`config.mk`:
```
export PLATFORM = sky130hd
export DESIGN_NAME = ifu_mq_flat
export DESIGN_NICKNAME = d
export VERILOG_FILES = /design/src/rtl/ifu_mq_pkg.sv /design/src/rtl/ifu_mq_if.sv /design/src/rtl/ifu_pc_fifo.sv /design/src/rtl/ifu_mq.sv /design/src/flat_wrapper.sv
export SDC_FILE = /design/constraint.sdc
export NUM_CORES = 1
export LEC_CHECK = 0
export ABC_AREA = 1
export ABC_CLOCK_PERIOD_IN_PS = 5700
export BUFFER_PORTS_ARGS = -buffer_cell sky130_fd_sc_hd__buf_2
export CAP_MARGIN = 20
export CORE_AREA = 2 2 133 135
export CTS_CLUSTER_SIZE = 30
export DETAILED_ROUTE_END_ITERATION = 10
export DIE_AREA = 0 0 135 137
export HOLD_SLACK_MARGIN = 0.05
export PLACE_DENSITY = 0.75
export SLEW_MARGIN = 5
export SYNTH_ARGS = -nofsm -noshare
export SYNTH_HDL_FRONTEND = slang
export SYNTH_SLANG_ARGS = --single-unit
```
`constraint.sdc`:
```
create_clock -name clk -period 5.7 [get_ports clk]
set_input_delay 0.285 -clock clk [delete_from_list [all_inputs] [get_ports clk]]
set_output_delay 0.285 -clock clk [all_outputs]
set_load 0.02 [all_outputs]
```
`src/rtl/ifu_mq_pkg.sv`:
```
// rtl/ifu_mq_pkg.sv - shared types, defaults and helpers for the ifu_mq fetch unit
package ifu_mq_pkg;

    localparam logic [31:0] DEFAULT_RESET_PC = 32'h1c000000;
    localparam int          MAX_FETCH_WIDTH  = 4;

    typedef enum logic [1:0] {
        EXC_ADEF = 2'd0,
        EXC_TLBR = 2'd1,
        EXC_PIF  = 2'd2,
        EXC_PPI  = 2'd3
    } exception_t;

    typedef struct packed {
        logic [MAX_FETCH_WIDTH-1:0][31:0] pc;
        logic [MAX_FETCH_WIDTH-1:0][31:0] inst;
        logic [2:0]                       size;
    } fetch_pkt_t;

    // Word position of addr inside its aligned fetch block.
    function automatic int word_off(input logic [31:0] addr, input int fetch_width);
        return int'((addr >> 2) & 32'(fetch_width - 1));
    endfunction

endpackage

```
`src/rtl/ifu_mq_if.sv`:
```
// rtl/ifu_mq_if.sv - I-side MMU request/response port between ifu_mq and the MMU
interface ifu_mq_if #(
    parameter int FETCH_WIDTH = 2
);
    localparam int SW = $clog2(FETCH_WIDTH + 1);

    logic                         valid;
    logic [31:0]                  addr;
    logic [SW-1:0]                size;
    logic                         addr_ok;
    logic                         data_ok;
    logic [FETCH_WIDTH-1:0][31:0] rdata;
    logic                         tlbr;
    logic                         pif;
    logic                         ppi;

    modport master (
        output valid, addr, size,
        input  addr_ok, data_ok, rdata, tlbr, pif, ppi
    );

    modport slave (
        input  valid, addr, size,
        output addr_ok, data_ok, rdata, tlbr, pif, ppi
    );

endinterface

```
`src/rtl/ifu_pc_fifo.sv`:
```
// rtl/ifu_pc_fifo.sv - synchronous FIFO of in-flight fetch PCs with push, pop, clear and occupancy
module ifu_pc_fifo #(
    parameter int DEPTH = 2,
    parameter int WIDTH = 32
) (
    input  logic                       clk,
    input  logic                       reset,
    input  logic                       push,
    input  logic                       pop,
    input  logic                       clear,
    input  logic [WIDTH-1:0]           din,
    output logic [WIDTH-1:0]           head,
    output logic [$clog2(DEPTH+1)-1:0] occ
);
    localparam int PW = (DEPTH > 1) ? $clog2(DEPTH) : 1;
    localparam int OW = $clog2(DEPTH + 1);

    logic [WIDTH-1:0] mem [DEPTH];
    logic [PW-1:0]    rd_ptr;
    logic [PW-1:0]    wr_ptr;
    logic             do_push;
    logic             do_pop;

    function automatic logic [PW-1:0] ptr_inc(input logic [PW-1:0] p);
        return (p == PW'(DEPTH - 1)) ? '0 : p + PW'(1);
    endfunction

    assign do_pop  = pop && (occ != '0);
    assign do_push = push && ((occ != OW'(DEPTH)) || do_pop);
    assign head    = mem[rd_ptr];

    always_ff @(posedge clk) begin
        if (reset || clear) begin
            rd_ptr <= '0;
            wr_ptr <= '0;
            occ    <= '0;
        end else begin
            if (do_push) begin
                mem[wr_ptr] <= din;
                wr_ptr      <= ptr_inc(wr_ptr);
            end
            if (do_pop) begin
                rd_ptr <= ptr_inc(rd_ptr);
            end
            occ <= occ + OW'(do_push) - OW'(do_pop);
        end
    end

endmodule

```
`src/rtl/ifu_mq.sv`:
```
// rtl/ifu_mq.sv - multi-outstanding instruction fetch unit with kill-counter squash
// Optional IFU_PERF_CNT_EN adds saturating perf counter output ports.
module ifu_mq
    import ifu_mq_pkg::*;
#(
    parameter int          FETCH_WIDTH     = 2,
    parameter int          MAX_OUTSTANDING = 2,
    parameter logic [31:0] RESET_PC        = DEFAULT_RESET_PC
) (
    input  logic                                clk,
    input  logic                                reset,
    input  logic                                ibuf_ready,
    output logic [$clog2(FETCH_WIDTH+1)-1:0]    ibuf_input_size,
    output logic [FETCH_WIDTH-1:0][31:0]        pc,
    output logic [FETCH_WIDTH-1:0][31:0]        inst,
    output logic                                have_exception,
    output exception_t                          exception_type,
    input  logic                                branch_mistaken,
    input  logic [31:0]                         correct_target,
    input  logic                                rewind,
    input  logic [31:0]                         rewind_target,
    input  logic                                raise_exception,
    input  logic [31:0]                         exception_target,
    ifu_mq_if.master                            mmu_i
`ifdef IFU_PERF_CNT_EN
    ,
    output logic [31:0]                         perf_fetch_pkts,
    output logic [31:0]                         perf_killed_resps,
    output logic [31:0]                         perf_stall_cycles
`endif
);
    localparam int          SW       = $clog2(FETCH_WIDTH + 1);
    localparam int          OW       = $clog2(MAX_OUTSTANDING + 1);
    localparam logic [31:0] BLK_MASK = 32'(4 * FETCH_WIDTH - 1);

    logic [31:0]                  fetch_pc;
    logic [31:0]                  fifo_head;
    logic [OW-1:0]                fifo_occ;
    logic [OW-1:0]                kill_cnt;
    logic                         halted;
    logic                         fault_any;
    logic                         room;
    logic                         accept;
    logic                         redirect;
    logic                         live_resp;
    logic                         fault_report;
    logic [31:0]                  redirect_target;
    exception_t                   fault_type;
    int                           head_off;
    logic [FETCH_WIDTH-1:0][31:0] rdata_aligned;

    always_comb begin
        fault_type = EXC_PPI;
        if (fetch_pc[1:0] != 2'b00) fault_type = EXC_ADEF;
        else if (mmu_i.tlbr)        fault_type = EXC_TLBR;
        else if (mmu_i.pif)         fault_type = EXC_PIF;
    end

    always_comb begin
        redirect_target = correct_target;
        if (raise_exception)  redirect_target = exception_target;
        else if (rewind)      redirect_target = rewind_target;
    end

    assign fault_any = (fetch_pc[1:0] != 2'b00) || mmu_i.tlbr || mmu_i.pif || mmu_i.ppi;
    assign room      = (int'(fifo_occ) + int'(kill_cnt)) < MAX_OUTSTANDING;
    assign redirect  = raise_exception || rewind || branch_mistaken;

    assign mmu_i.valid = !reset && !halted && !fault_any && ibuf_ready && (room || mmu_i.data_ok);
    assign mmu_i.addr  = fetch_pc;
    assign mmu_i.size  = SW'(FETCH_WIDTH - word_off(fetch_pc, FETCH_WIDTH));
    assign accept      = mmu_i.valid && mmu_i.addr_ok;

    // Faults wait for an empty pipe so the exception lands behind every older packet.
    assign live_resp    = !reset && mmu_i.data_ok && (kill_cnt == '0) && (fifo_occ != '0);
    assign fault_report = !reset && fault_any && (fifo_occ == '0) && (kill_cnt == '0)
                          && !halted && !redirect;

    assign head_off      = word_off(fifo_head, FETCH_WIDTH);
    assign rdata_aligned = mmu_i.rdata >> (32 * head_off);

    always_comb begin
        ibuf_input_size = '0;
        pc              = '0;
        inst            = '0;
        have_exception  = 1'b0;
        exception_type  = fault_type;
        if (live_resp && !redirect) begin
            ibuf_input_size = SW'(FETCH_WIDTH - head_off);
            for (int k = 0; k < FETCH_WIDTH; k++) begin
                if (k < FETCH_WIDTH - head_off) begin
                    pc[k]   = fifo_head + 32'(4 * k);
                    inst[k] = rdata_aligned[k];
                end
            end
        end else if (fault_report) begin
            have_exception  = 1'b1;
            ibuf_input_size = SW'(1);
            pc[0]           = fetch_pc;
        end
    end

    ifu_pc_fifo #(
        .DEPTH (MAX_OUTSTANDING),
        .WIDTH (32)
    ) u_pc_fifo (
        .clk   (clk),
        .reset (reset),
        .push  (accept && !redirect),
        .pop   (live_resp && !redirect),
        .clear (redirect),
        .din   (fetch_pc),
        .head  (fifo_head),
        .occ   (fifo_occ)
    );

    always_ff @(posedge clk) begin
        if (reset) begin
            fetch_pc <= RESET_PC;
            kill_cnt <= '0;
            halted   <= 1'b0;
        end else if (redirect) begin
            // Everything still owed by the MMU, including this cycle's accept, becomes stale.
            fetch_pc <= redirect_target;
            kill_cnt <= OW'(int'(kill_cnt) + int'(fifo_occ) + int'(accept)
                            - int'(mmu_i.data_ok && ((kill_cnt != '0) || (fifo_occ != '0))));
            halted   <= 1'b0;
        end else begin
            if (accept) begin
                fetch_pc <= (fetch_pc & ~BLK_MASK) + 32'(4 * FETCH_WIDTH);
            end
            if (mmu_i.data_ok && (kill_cnt != '0)) begin
                kill_cnt <= kill_cnt - OW'(1);
            end
            if (fault_report) begin
                halted <= 1'b1;
            end
        end
    end

`ifdef IFU_PERF_CNT_EN
    always_ff @(posedge clk) begin
        if (reset) begin
            perf_fetch_pkts   <= '0;
            perf_killed_resps <= '0;
            perf_stall_cycles <= '0;
        end else begin
            if (live_resp && !redirect && (perf_fetch_pkts != '1)) begin
                perf_fetch_pkts <= perf_fetch_pkts + 32'd1;
            end
            if (mmu_i.data_ok && ((kill_cnt != '0) || redirect) && (perf_killed_resps != '1)) begin
                perf_killed_resps <= perf_killed_resps + 32'd1;
            end
            if (!ibuf_ready && !halted && (perf_stall_cycles != '1)) begin
                perf_stall_cycles <= perf_stall_cycles + 32'd1;
            end
        end
    end
`endif

endmodule

```
`src/flat_wrapper.sv`:
```
// flat-port wrapper written by rule: the top's interface ports become plain ports
module ifu_mq_flat import ifu_mq_pkg::*;
#(
    parameter int          FETCH_WIDTH     = 2,
    parameter int          MAX_OUTSTANDING = 2,
    parameter logic [31:0] RESET_PC        = DEFAULT_RESET_PC
)
  (clk, reset, ibuf_ready, ibuf_input_size, pc, inst, have_exception, exception_type, branch_mistaken, correct_target, rewind, rewind_target, raise_exception, exception_target, mmu_i_valid, mmu_i_addr, mmu_i_size, mmu_i_addr_ok, mmu_i_data_ok, mmu_i_rdata, mmu_i_tlbr, mmu_i_pif, mmu_i_ppi);
  ifu_mq_if #(.FETCH_WIDTH(FETCH_WIDTH)) mmu_i_i ();
  input  logic clk;
  input  logic reset;
  input  logic ibuf_ready;
  output logic [$clog2(FETCH_WIDTH+1)-1:0] ibuf_input_size;
  output logic [FETCH_WIDTH-1:0][31:0] pc;
  output logic [FETCH_WIDTH-1:0][31:0] inst;
  output logic have_exception;
  output exception_t exception_type;
  input  logic branch_mistaken;
  input  logic [31:0] correct_target;
  input  logic rewind;
  input  logic [31:0] rewind_target;
  input  logic raise_exception;
  input  logic [31:0] exception_target;
  output wire logic [$bits(mmu_i_i.valid)-1:0] mmu_i_valid;
  output wire logic [$bits(mmu_i_i.addr)-1:0] mmu_i_addr;
  output wire logic [$bits(mmu_i_i.size)-1:0] mmu_i_size;
  input wire logic [$bits(mmu_i_i.addr_ok)-1:0] mmu_i_addr_ok;
  input wire logic [$bits(mmu_i_i.data_ok)-1:0] mmu_i_data_ok;
  input wire logic [$bits(mmu_i_i.rdata)-1:0] mmu_i_rdata;
  input wire logic [$bits(mmu_i_i.tlbr)-1:0] mmu_i_tlbr;
  input wire logic [$bits(mmu_i_i.pif)-1:0] mmu_i_pif;
  input wire logic [$bits(mmu_i_i.ppi)-1:0] mmu_i_ppi;
  assign mmu_i_valid = mmu_i_i.valid;
  assign mmu_i_addr = mmu_i_i.addr;
  assign mmu_i_size = mmu_i_i.size;
  assign mmu_i_i.addr_ok = mmu_i_addr_ok;
  assign mmu_i_i.data_ok = mmu_i_data_ok;
  assign mmu_i_i.rdata = mmu_i_rdata;
  assign mmu_i_i.tlbr = mmu_i_tlbr;
  assign mmu_i_i.pif = mmu_i_pif;
  assign mmu_i_i.ppi = mmu_i_ppi;
  ifu_mq #(.FETCH_WIDTH(FETCH_WIDTH), .MAX_OUTSTANDING(MAX_OUTSTANDING), .RESET_PC(RESET_PC)) u_core (.clk(clk), .reset(reset), .ibuf_ready(ibuf_ready), .ibuf_input_size(ibuf_input_size), .pc(pc), .inst(inst), .have_exception(have_exception), .exception_type(exception_type), .branch_mistaken(branch_mistaken), .correct_target(correct_target), .rewind(rewind), .rewind_target(rewind_target), .raise_exception(raise_exception), .exception_target(exception_target), .mmu_i(mmu_i_i));
endmodule
```
# --- Yosys cells after proc, flatten, opt, wreduce, memory -nomap -nowiden ---
# Memory sizes are Yosys's and may differ from the RTL's. A register that Yosys moved wholly into a read port is not among the register bits.
# Cells that the tools add are included.
totals:
  ramBits: 64
  ff_bits: 39
  input_bits: 171
  mem_count: 1
  out_inout_bits: 168
  word_cells: 92
memory_table:
  columns: ["name", "depth", "width", "read_ports", "rd_clocked_by_memory_dff", "wr", "line_no", "text"]
  rows:
  - ["u_core.u_pc_fifo.mem", 2, 32, 1, 1, 1, "ifu_pc_fifo.sv:18", "logic [WIDTH-1:0] mem [DEPTH];"]
op_classes:
  mux: 28
  n_reduce_logical: 40
  n_addsub: 12
  order_cmp: 3
  n_eq_ne: 1
  shifts: 1
ops:
  columns: ["op", "n"]
  rows:
  - ["$mux W32", 11]
  - ["$mux W64", 1]
  - ["$shr A64 B6 Y64", 1]
  - ["$add A32 B3 Y32 const B", 1]
  - ["$add A32 B4 Y32 const B", 1]
  - ["$lt A1 B32 Y1 const A", 1]
  - ["$lt A2 B32 Y1 const A", 1]
  - ["$logic_and A1 B1 Y1", 19]
  - ["$mux W1", 11]
  - ["$mux W2", 5]
  - ["$reduce_bool A2 Y1", 5]
  - ["$logic_or A1 B1 Y1", 9]
  - ["$logic_not A1 Y1", 4]
  - ["$logic_not A2 Y1", 2]
  - ["$add A2 B2 Y3", 1]
  - ["$lt A3 B2 Y1 const B", 1]
  - ["$sub A2 B1 Y3 const A", 1]
  - ["$add A1 B1 Y1 const B", 2]
  - ["$add A2 B1 Y2", 1]
  - ["$add A2 B2 Y2", 1]
  - ["$ne A2 B2 Y1 const B", 1]
  - ["$reduce_or A2 Y1", 1]
  - ["$sub A2 B1 Y2", 1]
  - ["$sub A2 B1 Y2 const A", 1]
  - ["other kinds (2)", 2]

# --- Depth between registers and ports, before layout ---
logic_depth:
  word_depth: 14
  depth_mapped: 13
  ltp_nobuf: 13

# --- Hierarchy ---
# From an unflattened synthesis, not the netlist that was laid out.
hier_totals:
  hier_cells: 992
  area_unflattened_um2: 7190.6
by_module_without_submodules:
  columns: ["mod", "cells_per_inst", "area_each_um2", "seq_area_each_um2", "instances"]
  rows:
  - ["ifu_mq", 848, 4454.3, 700.7, 1]
  - ["ifu_pc_fifo", 144, 2736.4, 2021.9, 1]

# --- Least setup slack after synthesis ---
# Ideal clock, no wire load.
synth_path:
  kind: "register -> register"
  startpoint: "reg u_core.u_pc_fifo.occ[0]"
  endpoint: "mem u_core.u_pc_fifo.mem[1][0], enable pin"
  arrival_time_ns: 3.824
  path_buffers: 0
  path_stages_with_launch: 10
  slack_ns: 1.415
  period_less_slack_ns: 4.285
  path_cell_list: "dfxtp_1 ha_1 inv_1 fa_1 a21oi_1 nor2_2 nand3_4 nor2_4 nand2_1 nor3_1"
synth_between:
  elab_chain_len: 10
  elab_cells_between_ends: 16
synth_lines:
  columns: ["item", "line_no", "text"]
  rows:
  - ["start: declaration", "ifu_pc_fifo.sv:13", "output logic [$clog2(DEPTH+1)-1:0] occ"]
  - ["start signal: assignment", "ifu_pc_fifo.sv:45", "occ <= occ + OW'(do_push) - OW'(do_pop);"]
  - ["$add A2 B2 Y3", "ifu_mq.sv:66", "assign room = (int'(fifo_occ) + int'(kill_cnt)) < MAX_OUTSTANDING;"]
  - ["$lt A3 B2 Y1", "ifu_mq.sv:66", null]
  - ["$logic_or A1 B1 Y1", "ifu_mq.sv:69", "assign mmu_i.valid = !reset && !halted && !fault_any && ibuf_ready && (room || mmu_i.data_ok);"]
  - ["$logic_and A1 B1 Y1", "ifu_mq.sv:69", null]
  - ["$logic_and A1 B1 Y1", "ifu_mq.sv:72", "assign accept = mmu_i.valid && mmu_i.addr_ok;"]
  - ["$logic_and A1 B1 Y1", "ifu_mq.sv:109", ".push (accept && !redirect),"]
  - ["$logic_and A1 B1 Y1 (*)", "ifu_pc_fifo.sv:29", "assign do_push = push && ((occ != OW'(DEPTH)) || do_pop);"]
  - ["$mux W1 (*)", "ifu_pc_fifo.sv:38", "if (do_push) begin"]
  - ["$mux W1 (*)", "ifu_pc_fifo.sv:33", "if (reset || clear) begin"]
  - ["$mux W1 (implied by the code) (*)", "ifu_pc_fifo.sv:39", "mem[wr_ptr] <= din;"]
  - ["end: declaration", "ifu_pc_fifo.sv:18", null]
# Mark *: on every way between the ends. The rest lies on a longest branch, timed or not.

==> metrics.yaml <==
cts_resized: 0
grtUsageTotal_pct: 30.4
peakVddDrop_v: 0.000146
overflow: 0
ys_types: 45
numCtsBuffers: 9
synth_nets: 1253
fin_ws_ns: 2.31
ff2ff_setup_slack_ns: 2.52
drc: 0
cts_sinks: 104
final.setup.tns_ns: 0
path_max_fanout: 52
portBuffers: 338
p_leak_nw: 4.83
cp-start-kind: "input port"
comb_power_share_pct: 17.0
synth_edf_count: 64
syn_area_per_cell_sq_um: 6.80
min_period_over_period_pct: 59.5
worstSkewPairLatency_ns: 0.36
clockPowerShare_pct: 34.9
maxSlewHeadroom_pct: 41.4
criticalPathCategory: "input port to primary output"
syn_area_sq_um: 7310
cap_violations: 0
final_nets: 1553
drt_iter0_markers: 702
drt_first_pass_iters: 5
htreeDepth: 3
areaGrowthSynthToFinish_pct: 27.2
r2r_start: "u_core.u_pc_fifo.occ[0]"
routed_via_density: 5.27
yosysWarnings: 0
status: "complete, no violations"
worstReg2RegEnd: "u_core.u_pc_fifo.occ[1]"
worstMarginPinSlew_ns: 0.878
ios: 339
place_ws_ns: 2.27
ys_seq_area_share_pct: 37.3
first_global_vias: 7780
yosys-top-cells-area: "edfxtp_1 26%, nand2_1 15%, dfxtp_1 11%"
synthTopCellsByCount: "293 x nand2_1, 161 x nor2_1, 137 x inv_1"
pwr-share-seq_pct: 48.1
die_h_microns: 137
async_reset_ff_share_pct: 0
cts_tree: "built"
dieArea_sq_um: 18500
die_w_microns: 135
dr_total_vias: 8474
min_from: "exception_target[10]"
clock_tree.buffer_depth: 2
grt_max_degree: 53
cts_root_buffer: "clkbuf_16"
dpl.hpwl_microns: 22500
drive_gt1_share_pct: 28.5
critPathArrivalTime_ns: 3.10
max_freq_mhz: 295
cp_data_required_time_ns: 5.41
min_period_ns: 3.39
syn_inst: 1074
hold_class: "input port to flip-flop"
wl_per_cell_microns: 17.8
yosysMostFrequentCell: "nand2_1"
hold_depth: 3
setup_viol: 0
hold_end: "u_core.mmu_i.addr[10]"
antenna_found_initial: 5
reg2reg_depth: 13
sw_frac_of_total_pct: 28.3
grt_setup_unrepaired: "no"
gp_congestion: 0.936
ys_ff_latch: 104
finClkSkew_ns: 0.00977
grt_pass1_wl_microns: 42600
ant_nets: 0
cts_setup_buffers: 0
p_per_area_nw_per_um2: 196
cts.clk_slew.worst_paths_ns: 0.07
ys.flop_type: "edfxtp_1"
design.core.area_sq_um: 17100
worstSetupEndpointType: "primary output"
rows: 48
internal-power_w: 0.00131
synth_top_area_cell: "edfxtp_1"
fillers: 1718
hold_viol: 0
synth.top_cell.area_share_pct: 26.3
wl_microns: 28700
cts_hold_buf: 0
start_util_pct: 42.8
p_switching_w: 0.000515
drv_slew: 0
==> power by group through the flow <==
stage	logic, W	clock network (W)	registers, W
5_1_grt	0.000345	0.000664	0.000880
3_3_place_gp	0.000305	0	0.000890
4_1_cts	0.000308	0.000634	0.000875
6_report	0.000309	0.000636	0.000877
3_5_place_dp	0.000307	0	0.000892
2_1_floorplan	0.000155	0	0.000893
==> kinds of logic after synthesis <==
family,synth area share [%]
and+or+nand+nor,30.9
DFF,37.3
xor gates and xnor gates,0.480
muxes,0.137
adders and majority gates,1.47
AOI/OAI and AO/OA,17.8
buffers and inverters,12.0
==> critical path: stages <==
cell and delay (ns):
buf_2 0.31, inv_2 0.41, nand2_4 0.32, nor2_8 0.22, nand2_4 0.28, nor2_8 0.50, inv_4 0.34, a21oi_1 0.19
buf_2 0.18
==> cells in the final DEF (no fill, tap or decap), types with 3 or more instances in the layout <==
cell type,synthesis,routed
a21oi_2,12,12
a31oi_1,4,4
buf_4,11,4
o21ai_1,5,5
dfxtp_1,40,40
o22ai_1,17,17
ha_1,7,7
nor2_2,3,3
nand2_1,293,293
a21oi_1,63,63
nor2_1,161,161
a22oi_1,27,27
nand2_4,3,3
inv_2,3,3
nor2_4,3,3
clkbuf_16,0,9
edfxtp_1,64,64
or2_2,3,3
nand3_1,50,50
a211oi_1,3,3
o211ai_1,10,10
nor3_1,8,7
inv_1,137,137
diode_2,0,5
o21ai_0,78,78
nand4_1,4,4
buf_2,17,338
nor2_8,3,3
==> worst max path at each step <==
stage | slack, ns | depth (start not counted) | endpoint | startpoint
after floorplan | 1.41 | 9 | u_core.u_pc_fifo.mem[1][0] | u_core.u_pc_fifo.occ[0]
after global placement | 2.35 | 11 | u_core.u_pc_fifo.occ[1] | raise_exception
after detailed placement | 2.27 | 11 | u_core.u_pc_fifo.occ[1] | raise_exception
after CTS | 2.35 | 9 | pc[32] | raise_exception
after global routing | 2.05 | 9 | pc[52] | raise_exception
final | 2.31 | 9 | pc[32] | raise_exception
==> metal layers <==
metal / GRT usage (%) / share of wire, % / wire length [microns]
met2: 57.1 / 52 / 15000
met3: 4.33 / 7.8 / 2250
met5: 0 / 0 / 0
met4: 14.8 / 4.2 / 1210
met1: 33.6 / 36 / 10300
==> registers in the layout, summed over array words and instances (netlist names), named ones only <==
name,cells
u_core.u_pc_fifo.rd_ptr,1
u_core.u_pc_fifo.occ,2
u_core.u_pc_fifo.wr_ptr,1
u_core.mmu_i.addr,32
u_core.kill_cnt,2
u_core.u_pc_fifo.mem,64
u_core.halted,1
==> final cells by class <==
type,instances,area [sq um],share of cell area (%)
tap,225,282,3.03
clock buffer,13,260,2.80
timing repair buffer,342,1720,18.5
multi-input combinational,775,3710,40.0
inverter,142,538,5.79
clock inverter,3,40.0,0.431
sequential,104,2720,29.3
antenna,5,12.5,0.135
==> through the flow <==
step | std cells | hold slack, ns | area, sq um | power, W | util (%)
global route | 1609 | 0.273 | 9290 | 0.00189 | 54.5
detailed placement | 1588 | 0.469 | 8980 | 0.00120 | 52.6
global placement | 1588 | 0.451 | 8980 | 0.00120 | 52.6
finish | 1609 | 0.231 | 9290 | 0.00182 | 54.5
CTS | 1604 | 0.231 | 9280 | 0.00182 | 54.4
floorplan | 1074 | 0.440 | 7310 | 0.00105 | -
Power figures use the tool's default switching activity.
